===== config.mk =====
export PLATFORM = sky130hd
export DESIGN_NAME = instr_fetch_flat
export DESIGN_NICKNAME = d
export VERILOG_FILES = /design/src/rtl/instr_fetch_if.sv /design/src/rtl/instr_fetch.sv /design/src/flat_wrapper.sv
export SDC_FILE = /design/constraint.sdc
export NUM_CORES = 1
export LEC_CHECK = 0
export CAP_MARGIN = 20
export CORE_ASPECT_RATIO = 0.6
export CORE_MARGIN = 1.5
export CORE_UTILIZATION = 49
export CTS_CLUSTER_DIAMETER = 200
export DETAILED_ROUTE_END_ITERATION = 8
export PLACE_DENSITY = 0.92
export SYNTH_ARGS = -nofsm -noshare
export SYNTH_HDL_FRONTEND = slang
export SYNTH_SLANG_ARGS = --single-unit

===== constraint.sdc =====
create_clock -name clk -period 4.41 [get_ports clk]
set_clock_uncertainty 0.1 [all_clocks]
set_input_delay 0.882 -clock clk [delete_from_list [all_inputs] [get_ports clk]]
set_output_delay 0.882 -clock clk [all_outputs]
set_load 0.1 [all_outputs]

===== src/rtl/instr_fetch_if.sv =====
// Fetch-unit bus: ROM request/response, decoder valid/ready and execute-stage redirect.
interface instr_fetch_if #(
    parameter int DATA_WIDTH = 32,
    parameter int ADDR_WIDTH = 32
);
    logic                  rom_en;
    logic [ADDR_WIDTH-1:0] rom_addr;
    logic [DATA_WIDTH-1:0] rom_rdata;
    logic                  rom_valid;
    logic [DATA_WIDTH-1:0] instr;
    logic [ADDR_WIDTH-1:0] pc;
    logic                  instr_valid;
    logic                  instr_ready;
    logic                  redirect;
    logic [ADDR_WIDTH-1:0] redirect_pc;

    modport master (
        output rom_en, rom_addr, instr, pc, instr_valid,
        input  rom_rdata, rom_valid, instr_ready, redirect, redirect_pc
    );

    modport slave (
        input  rom_en, rom_addr, instr, pc, instr_valid,
        output rom_rdata, rom_valid, instr_ready, redirect, redirect_pc
    );
endinterface


===== src/rtl/instr_fetch.sv =====
// Instruction fetch: PC register, single-outstanding ROM reads, registered
// instr/pc handoff to decode, and redirect with in-flight fetch discard.
module instr_fetch #(
    parameter int                    DATA_WIDTH = 32,
    parameter int                    ADDR_WIDTH = 32,
    parameter logic [ADDR_WIDTH-1:0] RESET_PC   = '0,
    parameter logic [DATA_WIDTH-1:0] NOP_INSTR  = 32'h0000_0013
) (
    input  logic          clk,
    input  logic          rst,
    instr_fetch_if.master bus
);
    typedef enum logic [1:0] {REQ, WAIT, HOLD} state_e;

    state_e                state_q, state_d;
    logic [ADDR_WIDTH-1:0] fetch_pc_q, fetch_pc_d;
    logic                  flush_q, flush_d;
    logic [DATA_WIDTH-1:0] instr_q, instr_d;
    logic [ADDR_WIDTH-1:0] pc_q, pc_d;
    logic                  instr_valid_q, instr_valid_d;
    logic [ADDR_WIDTH-1:0] redir_target;

    assign redir_target = bus.redirect_pc & ~ADDR_WIDTH'(3);

    always_comb begin
        state_d       = state_q;
        fetch_pc_d    = fetch_pc_q;
        flush_d       = flush_q;
        instr_d       = instr_q;
        pc_d          = pc_q;
        instr_valid_d = instr_valid_q;
        bus.rom_en    = 1'b0;
        unique case (state_q)
            REQ: begin
                bus.rom_en = !bus.redirect;
                if (bus.redirect) begin
                    fetch_pc_d = redir_target;
                end else begin
                    state_d = WAIT;
                end
            end
            WAIT: begin
                // A redirect coinciding with the response drops the word
                // immediately, so no flush needs to be remembered.
                if (bus.rom_valid && bus.redirect) begin
                    flush_d    = 1'b0;
                    fetch_pc_d = redir_target;
                    state_d    = REQ;
                end else if (bus.rom_valid) begin
                    if (flush_q) begin
                        flush_d = 1'b0;
                        state_d = REQ;
                    end else begin
                        instr_d       = bus.rom_rdata;
                        pc_d          = fetch_pc_q;
                        instr_valid_d = 1'b1;
                        state_d       = HOLD;
                    end
                end else if (bus.redirect) begin
                    fetch_pc_d = redir_target;
                    flush_d    = 1'b1;
                end
            end
            HOLD: begin
                if (bus.redirect || bus.instr_ready) begin
                    instr_valid_d = 1'b0;
                    instr_d       = NOP_INSTR;
                    fetch_pc_d    = bus.redirect ? redir_target
                                                 : fetch_pc_q + ADDR_WIDTH'(4);
                    state_d       = REQ;
                end
            end
            default: state_d = REQ;
        endcase
    end

    always_ff @(posedge clk) begin
        if (rst) begin
            state_q       <= REQ;
            fetch_pc_q    <= RESET_PC;
            flush_q       <= 1'b0;
            instr_q       <= NOP_INSTR;
            pc_q          <= RESET_PC;
            instr_valid_q <= 1'b0;
        end else begin
            state_q       <= state_d;
            fetch_pc_q    <= fetch_pc_d;
            flush_q       <= flush_d;
            instr_q       <= instr_d;
            pc_q          <= pc_d;
            instr_valid_q <= instr_valid_d;
        end
    end

    assign bus.rom_addr    = fetch_pc_q;
    assign bus.instr       = instr_q;
    assign bus.pc          = pc_q;
    assign bus.instr_valid = instr_valid_q;
endmodule


===== src/flat_wrapper.sv =====
// flat-port wrapper written by rule: the top's interface ports become plain ports
module instr_fetch_flat 
#(
    parameter int                    DATA_WIDTH = 32,
    parameter int                    ADDR_WIDTH = 32,
    parameter logic [ADDR_WIDTH-1:0] RESET_PC   = '0,
    parameter logic [DATA_WIDTH-1:0] NOP_INSTR  = 32'h0000_0013
)
  (clk, rst, bus_rom_en, bus_rom_addr, bus_instr, bus_pc, bus_instr_valid, bus_rom_rdata, bus_rom_valid, bus_instr_ready, bus_redirect, bus_redirect_pc);
  instr_fetch_if #(.DATA_WIDTH(DATA_WIDTH), .ADDR_WIDTH(ADDR_WIDTH)) bus_i ();
  input  logic clk;
  input  logic rst;
  output wire logic [$bits(bus_i.rom_en)-1:0] bus_rom_en;
  output wire logic [$bits(bus_i.rom_addr)-1:0] bus_rom_addr;
  output wire logic [$bits(bus_i.instr)-1:0] bus_instr;
  output wire logic [$bits(bus_i.pc)-1:0] bus_pc;
  output wire logic [$bits(bus_i.instr_valid)-1:0] bus_instr_valid;
  input wire logic [$bits(bus_i.rom_rdata)-1:0] bus_rom_rdata;
  input wire logic [$bits(bus_i.rom_valid)-1:0] bus_rom_valid;
  input wire logic [$bits(bus_i.instr_ready)-1:0] bus_instr_ready;
  input wire logic [$bits(bus_i.redirect)-1:0] bus_redirect;
  input wire logic [$bits(bus_i.redirect_pc)-1:0] bus_redirect_pc;
  assign bus_rom_en = bus_i.rom_en;
  assign bus_rom_addr = bus_i.rom_addr;
  assign bus_instr = bus_i.instr;
  assign bus_pc = bus_i.pc;
  assign bus_instr_valid = bus_i.instr_valid;
  assign bus_i.rom_rdata = bus_rom_rdata;
  assign bus_i.rom_valid = bus_rom_valid;
  assign bus_i.instr_ready = bus_instr_ready;
  assign bus_i.redirect = bus_redirect;
  assign bus_i.redirect_pc = bus_redirect_pc;
  instr_fetch #(.DATA_WIDTH(DATA_WIDTH), .ADDR_WIDTH(ADDR_WIDTH), .RESET_PC(RESET_PC), .NOP_INSTR(NOP_INSTR)) u_core (.clk(clk), .rst(rst), .bus(bus_i));
endmodule

==> summary.md, run 1 <==
| Metric | Value |
|---|---|
| Synth top area cells | dfxtp_1 42%, a21oi_1 9.3%, nand2_1 7.1%, nor3b_1 4.6%, nor2_1 4.5% |
| Top Ports | 167 |
| H-tree Lvls | 3 |
| DP Area | 6460 sq um |
| Synth warn | 0 |
| Clk_lat worst skew | 0.35 ns |
| Starting Density | 0.512 |
| Worst path max stage delay | 1.22 ns |
| Clock power share | 0.370 |
| Clk sinks | 100 |
| Final min period | 3.14 ns |
| Share of layout cells above drive strength 1 | 0.0585 |
| Hold Crit Depth | 2 |
| Clock root cell | clkbuf_16 |
| First-pass GRT wire length | 23900 um |
| NetSw | 0.839 mW |
| Flops & latches, synth | 100 |
| Syn Area/Cell | 7.81 sq um |
| Die X | 130 um |
| Die area | 10400 sq um |
| Antenna Nets Post-Route | 0 |
| Reg2Reg Depth | 8 |
| Layout Nets | 821 |
| Cell taking the most area after synthesis | dfxtp_1 |
| Reg2Reg Setup Slack | 1.45 ns |
| LEAKAGE | 2.36 nW |
| FF/Latch Area | 2000 sq um |
| Sequential share of power | 0.387 |
| DRT iter0 DRCs | 545 |
| Worst-margin pin slew | 1.03 ns |
| DP Cell Count | 865 |
| Distinct cells, synth | 62 |
| Total Wirelength | 15700 um |
| Hold Slack | 0.353 ns |
| Internal power | 1.75 mW |
| CP Data Required Time | 3.43 ns |
| Gpl congestion | 0.924 |
| Area Overhead vs Synth | 43.3% |
| Crit path launch type | register |
| CP max FO | 13 |
| Mapped cell area | 4780 sq um |
| GR Util All Layers | 0.297 |
| Critical path class | register to output port |
| Post-DP HPWL | 10700 um |
| Multi-input gate area | 2550 sq um |
| Most frequent cells after synthesis | 100 x dfxtp_1, 90 x nand2_1, 89 x a21oi_1, 57 x nor2_1, 44 x clkbuf_1 |
| Reg clk slew, reported paths | 0.06 ns |
| CTS buffer count | 9 |
| Site Rows | 27 |
| Core region area | 9320 sq um |
| CP top delay family | buffers and inverters |
| Share of the synthesized area in the top cell type | 0.419 |
| R2r startpoint | u_core.state_q[0] |
| Hold Path Origin | u_core.bus.pc[27] |
| Post-synth EDFFs | 0 |
| Vias in the first global route | 4734 |
| Final Max Slew Viols | 0 |
| Routed WL per cell | 17.8 um |
| Final non-filler cell area | 6850 sq um |
| Initial antenna violation count | 0 |
| Max-Cap Viols | 0 |
| Largest net degree at the start of global routing | 66 |
| Die Y | 79.5 um |
| Part of the cycle the worst path needs | 0.713 |
| CP arrival | 2.16 ns |
| Sw frac | 0.325 |
| RSZ-0062 raised after global routing | no |
| Post-CTS Setup Repair Bufs | 0 |
| Hold Path Class | register to register |
| Gate Count Post-Synth | 612 |
| Hold path endpoint | u_core.bus.pc[27] |
| Final setup fails | 0 |
| # diodes | 0 |
| Post-CTS resize count | 0 |
| Slew headroom | 0.313 |
| Status | finished clean |
| Syn_nets | 686 |
| Routed vias | 5236 |
| Layout Cells excl Fill | 882 |
| Dominant synthesized flop cell | dfxtp_1 |
| Total gr overflow | 0 |
| Worst path bufs/invs | 1 |
| TritonCTS clock tree | done |
| CP max stage cell | clkdlybuf4s50_1 |
| Sequential-to-total area share from yosys stat | 0.419 |
| Final Hold Vio Count | 0 |
| Fmax | 0.318 GHz |
| Fillcell total | 719 |
| Most frequent cell after synthesis | dfxtp_1 |
| Async set-or-reset flop fraction in the synthesized netlist | 0 |
| DRC errors left | 0 |
| Setup_tns | 0 ns |
| Number of I/O port buffers | 164 |
| Setup crit end kind | output port |
| Pre-antenna DRT Iters | 5 |
| Vias per inst | 5.94 |
| Worst vdd ir | 0.273 mV |
| Pwr dens | 378 nW/um^2 |
| RR Endpoint | u_core.bus.rom_addr[24] |
| Crit path cell chain | clkdlybuf4s50_1 |
| Number of buffers inserted by hold repair at cts | 0 |
| Bufs on Longest Clock Path | 2 |
| Comb pwr share | 0.243 |
==> how the worst max path moves through the flow <==
| stage | startpoint | end | cells past startpoint |
|---|---|---|---|
| 6_report | u_core.bus.rom_addr[11] | bus_rom_addr[11] | 1 |
| 5_1_grt | u_core.bus.rom_addr[11] | bus_rom_addr[11] | 1 |
| 4_1_cts | u_core.bus.rom_addr[11] | bus_rom_addr[11] | 1 |
| 3_5_place_dp | bus_redirect | u_core.bus.instr[4] | 7 |
| 3_3_place_gp | bus_redirect | u_core.bus.instr[4] | 7 |
| 2_1_floorplan | bus_redirect | bus_rom_en | 4 |
==> final cells by class <==
type | instances | area share
clock inverter | 6 | 0.0196
inverter | 12 | 0.00658
multi-input combinational | 450 | 0.372
timing repair buffer | 174 | 0.252
clock buffer | 10 | 0.0334
tap | 130 | 0.0238
sequential | 100 | 0.292
==> registers in the layout (all words and copies together), names as in the netlist <==
name / flops
u_core.bus.instr: 32
u_core.bus.rom_addr: 32
u_core.flush_q: 1
u_core.state_q: 2
u_core.bus.instr_valid: 1
u_core.bus.pc: 32
==> placed cells by master (no fill, tap or decap), types with 9 or more instances in the layout <==
cell	n
clkdlybuf4s50_1	162
dfxtp_1	100
nand2_1	90
a21oi_1	89
nor2_1	57
nor3b_1	29
nor3_1	23
o21ai_0	22
inv_1	12
buf_4	11
nand3_1	10
nand4_1	9
a22oi_1	9
clkbuf_16	9
==> metal layers <==
layer / GRT usage / wire length, um
met1: 0.397 / 6680
met2: 0.474 / 7230
met3: 0.0777 / 1530
met4: 0.0813 / 247
met5: 0 / 0
==> kinds of logic after synthesis <==
logic type      share of synthesized area
flops                               0.419
buf+inv                            0.0503
fa+ha+maj                          0.0131
simple gates                        0.274
mux                                0.0149
xor+xnor                          0.00367
compound gates                      0.225
==> power groups by stage <==
stage	sequential, mW	clock [mW]	combinational, mW
4_1_cts	0.997	0.969	0.624
5_1_grt	1.00	1.00	0.659
3_5_place_dp	1.02	0	0.620
3_3_place_gp	1.01	0	0.609
6_report	1.00	0.957	0.629
2_1_floorplan	1.24	0	0.204
==> per-stage QoR <==
step                utilization  worst slack (ns)  power, mW
floorplan                     -             0.645       1.44
global placement          0.693              1.11       1.62
detailed placement        0.693              1.03       1.64
CTS                       0.732              1.27       2.59
global route              0.734              1.19       2.67
finish                    0.734              1.27       2.59
Power figures use the tool's default switching activity.
==> inputs of run 2 (changes only) <==
--- a/config.mk
+++ b/config.mk
@@ -8,10 +8,10 @@
 export CAP_MARGIN = 20
 export CORE_ASPECT_RATIO = 0.6
 export CORE_MARGIN = 1.5
-export CORE_UTILIZATION = 49
+export CORE_UTILIZATION = 45
 export CTS_CLUSTER_DIAMETER = 200
 export DETAILED_ROUTE_END_ITERATION = 8
-export PLACE_DENSITY = 0.92
+export PLACE_DENSITY = 0.86
 export SYNTH_ARGS = -nofsm -noshare
 export SYNTH_HDL_FRONTEND = slang
 export SYNTH_SLANG_ARGS = --single-unit
==> constraint.sdc (replaced) <==
create_clock -name clk -period 3.16 [get_ports clk]
set_clock_uncertainty 0.1 [all_clocks]
set_input_delay 0.632 -clock clk [delete_from_list [all_inputs] [get_ports clk]]
set_output_delay 0.632 -clock clk [all_outputs]
set_load 0.1 [all_outputs]
==> run 2 against run 1 <==
Effect of this change:
- final cell count rose by 1.7%
- critical path depth rose by 6
- first-iteration DRC count fell by 23%
- critical path type is now register to register
- highest routed layer unchanged
==> summary.md, run 2 (synthesis gave the netlist of run 1 again) <==
| Metric | Value |
|---|---|
| CP Data Required Time | 3.28 ns (was 3.43 ns) |
| Fmax | 0.384 GHz |
| Critical path class | register to register (was register to output port) |
| Tot Pwr | 3.40 mW (was 2.59 mW) |
| Number of I/O port buffers | 164 (unchanged) |
| Post-CTS Setup Repair Bufs | 0 (unchanged) |
| Share of layout cells above drive strength 1 | 0.201 (was 0.0585) |
| Routed vias | 5174 (was 5236) |
| Status | finished clean (unchanged) |
| H-tree Lvls | 3 (unchanged) |
| Layout Nets | 831 (was 821) |
| Slew headroom | 0.482 (was 0.313) |
| Vias in the first global route | 4679 (was 4734) |
| Area Overhead vs Synth | 38.8% (was 43.3%) |
| Core region area | 10100 sq um (was 9320 sq um) |
| Routed WL per cell | 17.3 um (was 17.8 um) |
| Final worst setup slack | 0.553 ns (was 1.27 ns) |
| DRC errors left | 0 (unchanged) |
| Setup slack after placement | 0.352 ns (was 1.03 ns) |
| Gpl congestion | 0.906 (was 0.924) |
| Worst-margin pin slew | 0.771 ns (was 1.03 ns) |
| Commonest non-fill, non-tap cell in the layout | buf_4 (was clkdlybuf4s50_1) |
| Final Max Slew Viols | 0 (unchanged) |
| Final Core Density | 0.657 (was 0.734) |
| Final Hold Vio Count | 0 (unchanged) |
| Internal power | 2.20 mW (was 1.75 mW) |
| Clock root cell | clkbuf_16 (unchanged) |
| CP arrival | 2.73 ns (was 2.16 ns) |
| Die area | 11300 sq um (was 10400 sq um) |
| Initial antenna violation count | 0 (unchanged) |
| NetSw | 1.20 mW (was 0.839 mW) |
| CTS buffer count | 9 (unchanged) |
| Reg clk slew, reported paths | 0.07 ns (was 0.06 ns) |
| TritonCTS clock tree | done (unchanged) |
| Worst setup path end | u_core.bus.rom_addr[19] (was bus_rom_addr[11]) |
| Comb pwr share | 0.258 (was 0.243) |
| RSZ-0062 raised after global routing | no (unchanged) |
| DRT iter0 DRCs | 419 (was 545) |
| Top Ports | 167 (unchanged) |
| Final setup fails | 0 (unchanged) |
| Bufs on Longest Clock Path | 2 (unchanged) |
| Pre-antenna DRT Iters | 5 (unchanged) |
| Worst vdd ir | 0.298 mV (was 0.273 mV) |
| Commonest cells after routing, fill and taps aside | 118 x buf_4, 100 x dfxtp_1, 90 x nand2_1 (was 162 x clkdlybuf4s50_1, 100 x dfxtp_1, 90 x nand2_1) |
| Pwr dens | 513 nW/um^2 (was 378 nW/um^2) |
| R2r startpoint | u_core.state_q[0] (unchanged) |
| Setup crit end kind | register (was output port) |
| Die Y | 82.8 um (was 79.5 um) |
| LEAKAGE | 2.56 nW (was 2.36 nW) |
| Total Wirelength | 15500 um (was 15700 um) |
| GR Util All Layers | 0.267 (was 0.297) |
| Hold Path Class | register to register (unchanged) |
| Number of buffers inserted by hold repair at cts | 0 (unchanged) |
| Layout Cells excl Fill | 897 (was 882) |
| Final min period | 2.61 ns |
| Total gr overflow | 0 (unchanged) |
| Setup_tns | 0 ns (unchanged) |
| Reg2Reg Depth | 7 (was 8) |
| First-pass GRT wire length | 24200 um (was 23900 um) |
| Hold Slack | 0.357 ns (was 0.353 ns) |
| DP Cell Count | 881 (was 865) |
| Die X | 136 um (was 130 um) |
| RR Endpoint | u_core.bus.rom_addr[19] (was u_core.bus.rom_addr[24]) |
| Clock power share | 0.332 (was 0.370) |
| Max-Cap Viols | 0 (unchanged) |
| Crit path from | u_core.state_q[0] (was u_core.bus.rom_addr[11]) |
| Crit path launch type | register (unchanged) |
| DP Area | 6320 sq um (was 6460 sq um) |
| Vias per inst | 5.77 (was 5.94) |
| Sw frac | 0.352 (was 0.325) |
| CP max FO | 19 (was 13) |
| Sequential share of power | 0.410 (was 0.387) |
| Clk_lat worst skew | 0.35 ns (about the same) |
| Part of the cycle the worst path needs | 0.825 |
| Post-CTS resize count | 0 (unchanged) |
| # diodes | 0 (unchanged) |
| Clk sinks | 100 (unchanged) |
| Reg2Reg Setup Slack | 0.55 ns (was 1.45 ns) |
| Site Rows | 28 (was 27) |
| Antenna Nets Post-Route | 0 (unchanged) |
| Final non-filler cell area | 6630 sq um (was 6850 sq um) |
| Post-DP HPWL | 11100 um (was 10700 um) |
| Largest net degree at the start of global routing | 54 (was 66) |
| Starting Density | 0.474 (was 0.512) |
## run 2: cell count changes in the layout (fill, tap and decap cells not counted), sizes merged
cell	before	now
inv	13	14
bufinv	4	1
clkinv	1	2
buf	12	119
clkdlybuf4s50	162	65
clkinvlp	0	2
clkbuf	10	9
## run 2: layout make-up
cell class / count / area, sq um
fillers: 861 / 3460
multi-input cells: 450 / 2550
flip-flops and latches: 100 / 2000
repair buffers: 184 / 1560
clock buffers: 9 / 225
well taps: 135 / 169
clock inverters: 7 / 82.6
inverters: 12 / 45.0
## run 2: critical path, stage by stage, from the launching register on
cell     delay, ns
dfxtp_1       0.40
inv_1         0.09
ha_1          0.41
and2b_1       0.27
nor2_1        0.07
or3_1         0.67
a22oi_1       0.34
o22ai_1       0.11
## run 2: metal layers
| layer | track usage | vias to the layer above | share of wire |
|---|---|---|---|
| met5 | 0 | - | 0 |
| li1 | - | 2473 | - |
| met1 | 0.379 | 2432 | 0.44 |
| met3 | 0.0611 | 18 | 0.096 |
| met2 | 0.416 | 251 | 0.45 |
| met4 | 0.0542 | 0 | 0.0099 |
## run 2: worst min path at each step
| stage | start | endpoint | slack [ns] | cells after the start |
|---|---|---|---|---|
| detailed placement | u_core.bus.pc[24] | u_core.bus.pc[24] | 0.35 | 2 |
| global route | u_core.bus.pc[4] | u_core.bus.pc[4] | 0.38 | 2 |
| finish | u_core.bus.pc[25] | u_core.bus.pc[25] | 0.36 | 2 |
| CTS | u_core.bus.pc[1] | u_core.bus.pc[1] | 0.36 | 2 |
| floorplan | u_core.flush_q | u_core.flush_q | 0.41 | 2 |
| global placement | u_core.bus.pc[6] | u_core.bus.pc[6] | 0.34 | 2 |
## run 2: power by group through the flow
stage / clock network (mW) / registers [mW] / logic [mW]
2_1_floorplan: 0 / 1.73 / 0.285
3_3_place_gp: 0 / 1.41 / 0.856
3_5_place_dp: 0 / 1.42 / 0.870
4_1_cts: 1.15 / 1.39 / 0.874
5_1_grt: 1.21 / 1.40 / 0.920
6_report: 1.13 / 1.39 / 0.879
==> inputs of run 3 (changes only) <==
--- a/config.mk
+++ b/config.mk
@@ -8,10 +8,10 @@
 export CAP_MARGIN = 20
 export CORE_ASPECT_RATIO = 0.6
 export CORE_MARGIN = 1.5
-export CORE_UTILIZATION = 45
+export CORE_UTILIZATION = 41
 export CTS_CLUSTER_DIAMETER = 200
 export DETAILED_ROUTE_END_ITERATION = 8
-export PLACE_DENSITY = 0.86
+export PLACE_DENSITY = 0.83
 export SYNTH_ARGS = -nofsm -noshare
 export SYNTH_HDL_FRONTEND = slang
 export SYNTH_SLANG_ARGS = --single-unit
==> constraint.sdc (replaced) <==
create_clock -name clk -period 2.3 [get_ports clk]
set_clock_uncertainty 0.1 [all_clocks]
set_input_delay 0.46 -clock clk [delete_from_list [all_inputs] [get_ports clk]]
set_output_delay 0.46 -clock clk [all_outputs]
set_load 0.1 [all_outputs]
==> run 3 against run 2 <==
Effect of this change:
- maximum frequency grew 17%
- clock power grew 28%
- first-iteration DRC count grew 26%
- sequential power grew 38%
- global-route usage shrank 1.7 points
- worst hold slack lost 0.00083 ns
- highest routed layer unchanged
==> summary.md, run 3 (synthesis gave the netlist of run 1 again) <==
| Metric | Value |
|---|---|
| Status | finished clean (unchanged) |
| Vias in the first global route | 4816 (was 4679) |
| Routed WL per cell | 16.8 um (was 17.3 um) |
| Clk sinks | 100 (unchanged) |
| Final min period | 2.22 ns (was 2.61 ns) |
| Initial antenna violation count | 0 (unchanged) |
| Pwr dens | 667 nW/um^2 (was 513 nW/um^2) |
| Bufs on Longest Clock Path | 2 (unchanged) |
| CP max FO | 7 (was 19) |
| Clock root cell | clkbuf_16 (unchanged) |
| Hold Path Class | register to register (unchanged) |
| TritonCTS clock tree | done (unchanged) |
| Global-route layer with the greatest usage | met2 (unchanged) |
| Site Rows | 30 (was 28) |
| LEAKAGE | 2.71 nW (was 2.56 nW) |
| Gpl congestion | 0.920 (was 0.906) |
| Routing usage on met3 | 0.0773 (was 0.0611) |
| Routed vias | 5243 (was 5174) |
| # diodes | 0 (unchanged) |
| Hold Crit Depth | 2 (unchanged) |
| Max-Cap Viols | 0 (unchanged) |
| CTS buffer count | 9 (unchanged) |
| Setup crit end kind | register (unchanged) |
| Starting Density | 0.422 (was 0.474) |
| RSZ-0062 raised after global routing | no (unchanged) |
| R2r startpoint | u_core.bus.rom_addr[2] (was u_core.state_q[0]) |
| Number of I/O port buffers | 164 (unchanged) |
| Clk_lat worst skew | 0.35 ns (about the same) |
| Vias per inst | 5.54 (was 5.77) |
| Met2 usage | 0.389 (was 0.416) |
| Commonest cells after routing, fill and taps aside | 139 x buf_4, 90 x nand2_1, 89 x a21oi_1 (was 118 x buf_4, 100 x dfxtp_1, 90 x nand2_1) |
| Met1 Usage GRT | 0.343 (was 0.379) |
| Die Y | 86.6 um (was 82.8 um) |
| Layout Nets | 856 (was 831) |
| Part of the cycle the worst path needs | 0.967 (was 0.825) |
| Share of layout cells above drive strength 1 | 0.271 (was 0.201) |
| Antenna Nets Post-Route | 0 (unchanged) |
| CP arrival | 2.35 ns (was 2.73 ns) |
| Worst-margin pin slew | 0.529 ns (was 0.771 ns) |
| Hold path endpoint | u_core.bus.pc[30] (was u_core.bus.pc[25]) |
| Hold Path Origin | u_core.bus.pc[30] (was u_core.bus.pc[25]) |
| Post-CTS Setup Repair Bufs | 0 (unchanged) |
| Setup_tns | 0 ns (unchanged) |
| Hold Slack | 0.357 ns (about the same) |
| Number of buffers inserted by hold repair at cts | 0 (unchanged) |
| Slew headroom | 0.644 (was 0.482) |
| Final Hold Vio Count | 0 (unchanged) |
| Largest net degree at the start of global routing | 50 (was 54) |
| Die X | 142 um (was 136 um) |
| Crit path launch type | register (unchanged) |
| Final setup fails | 0 (unchanged) |
| Post-DP HPWL | 11400 um (was 11100 um) |
| Critical path class | register to register (unchanged) |
| Worst vdd ir | 0.366 mV (was 0.298 mV) |
| Reg clk slew, reported paths | 0.07 ns (about the same) |
| Pre-antenna DRT Iters | 5 (unchanged) |
| Fmax | 0.449 GHz (was 0.384 GHz) |
| Reg2Reg Setup Slack | 0.08 ns (was 0.55 ns) |
| H-tree Lvls | 3 (unchanged) |
| CP Data Required Time | 2.42 ns (was 3.28 ns) |
| Final Max Slew Viols | 0 (unchanged) |
| Total gr overflow | 0 (unchanged) |
| DRC errors left | 0 (unchanged) |
| RR Endpoint | u_core.bus.rom_addr[12] (was u_core.bus.rom_addr[19]) |
| Total Wirelength | 15900 um (was 15500 um) |
| Die area | 12300 sq um (was 11300 sq um) |
| Reg2Reg Depth | 6 (was 7) |
| GR Util All Layers | 0.250 (was 0.267) |
| DRT iter0 DRCs | 527 (was 419) |
| Commonest non-fill, non-tap cell in the layout | buf_4 (unchanged) |
| First-pass GRT wire length | 24400 um (was 24200 um) |
| Top Ports | 167 (unchanged) |
| Area Overhead vs Synth | 45.5% (was 38.8%) |
| Core region area | 11300 sq um (was 10100 sq um) |
-- run 3: what timing repair did --
item / 4_1_cts / 5_1_grt
hold endpoints to repair: 0 / 0
resized for setup: 0 / 10
endpoints found under the setup margin: 0 / 57
-- run 3: worst max path at each step --
| stage | startpoint | to | slack [ns] | cells past startpoint |
|---|---|---|---|---|
| 2_1_floorplan | u_core.bus.rom_addr[12] | u_core.bus.rom_addr[15] | 0.002 | 6 |
| 4_1_cts | u_core.state_q[0] | u_core.bus.instr[1] | 0.02 | 8 |
| 3_3_place_gp | bus_instr_ready | u_core.bus.rom_addr[18] | -0.05 | 7 |
| 5_1_grt | u_core.bus.rom_addr[2] | u_core.bus.rom_addr[12] | 0.002 | 6 |
| 6_report | u_core.bus.rom_addr[2] | u_core.bus.rom_addr[12] | 0.08 | 6 |
| 3_5_place_dp | bus_instr_ready | u_core.bus.rom_addr[18] | -0.09 | 7 |
-- run 3: cell type report --
class / instances / area [sq um]
Clock buffer: 9 / 225
Clock inverter: 7 / 55.1
Fill cell: 1006 / 4380
Inverter: 12 / 45.0
Multi-Input combinational cell: 450 / 2580
Sequential cell: 100 / 2060
Tap cell: 160 / 200
Timing Repair Buffer: 209 / 1790
-- run 3: critical path, stage by stage, from the launching register on --
cell       delay [ns]
dfxtp_4          0.40
ha_2             0.25
nand3_1          0.15
or3_1            0.45
a2111oi_1        0.45
mux2_2           0.23
a211oi_1         0.07
-- run 3: layer usage --
metal / vias up / wire length [um]
met2: 271 / 6930
met1: 2431 / 7200
met4: 0 / 115
met3: 14 / 1630
met5: - / 0
li1: 2527 / -
-- run 3: power breakdown --
| group | switching, mW | total [mW] | leakage [nW] | internal [mW] |
|---|---|---|---|---|
| Combinational | 0.852 | 1.27 | 1.74 | 0.415 |
| Clock | 0.696 | 1.45 | 0.142 | 0.750 |
| Sequential | 0.114 | 1.92 | 0.826 | 1.81 |
| Total | 1.66 | 4.64 | 2.71 | 2.97 |
-- run 3: metrics by stage --
stage          cell area [sq um]  worst slack, ns  total power, mW   util  std cells
6_report                    6950           0.0752             4.64  0.613        947
4_1_cts                     6920           0.0155             4.65  0.611        947
3_5_place_dp                6640          -0.0941             3.21  0.586        931
3_3_place_gp                6640          -0.0480             3.18  0.586        931
5_1_grt                     6950          0.00180             4.82  0.613        947
2_1_floorplan               4850          0.00191             2.78      -        612
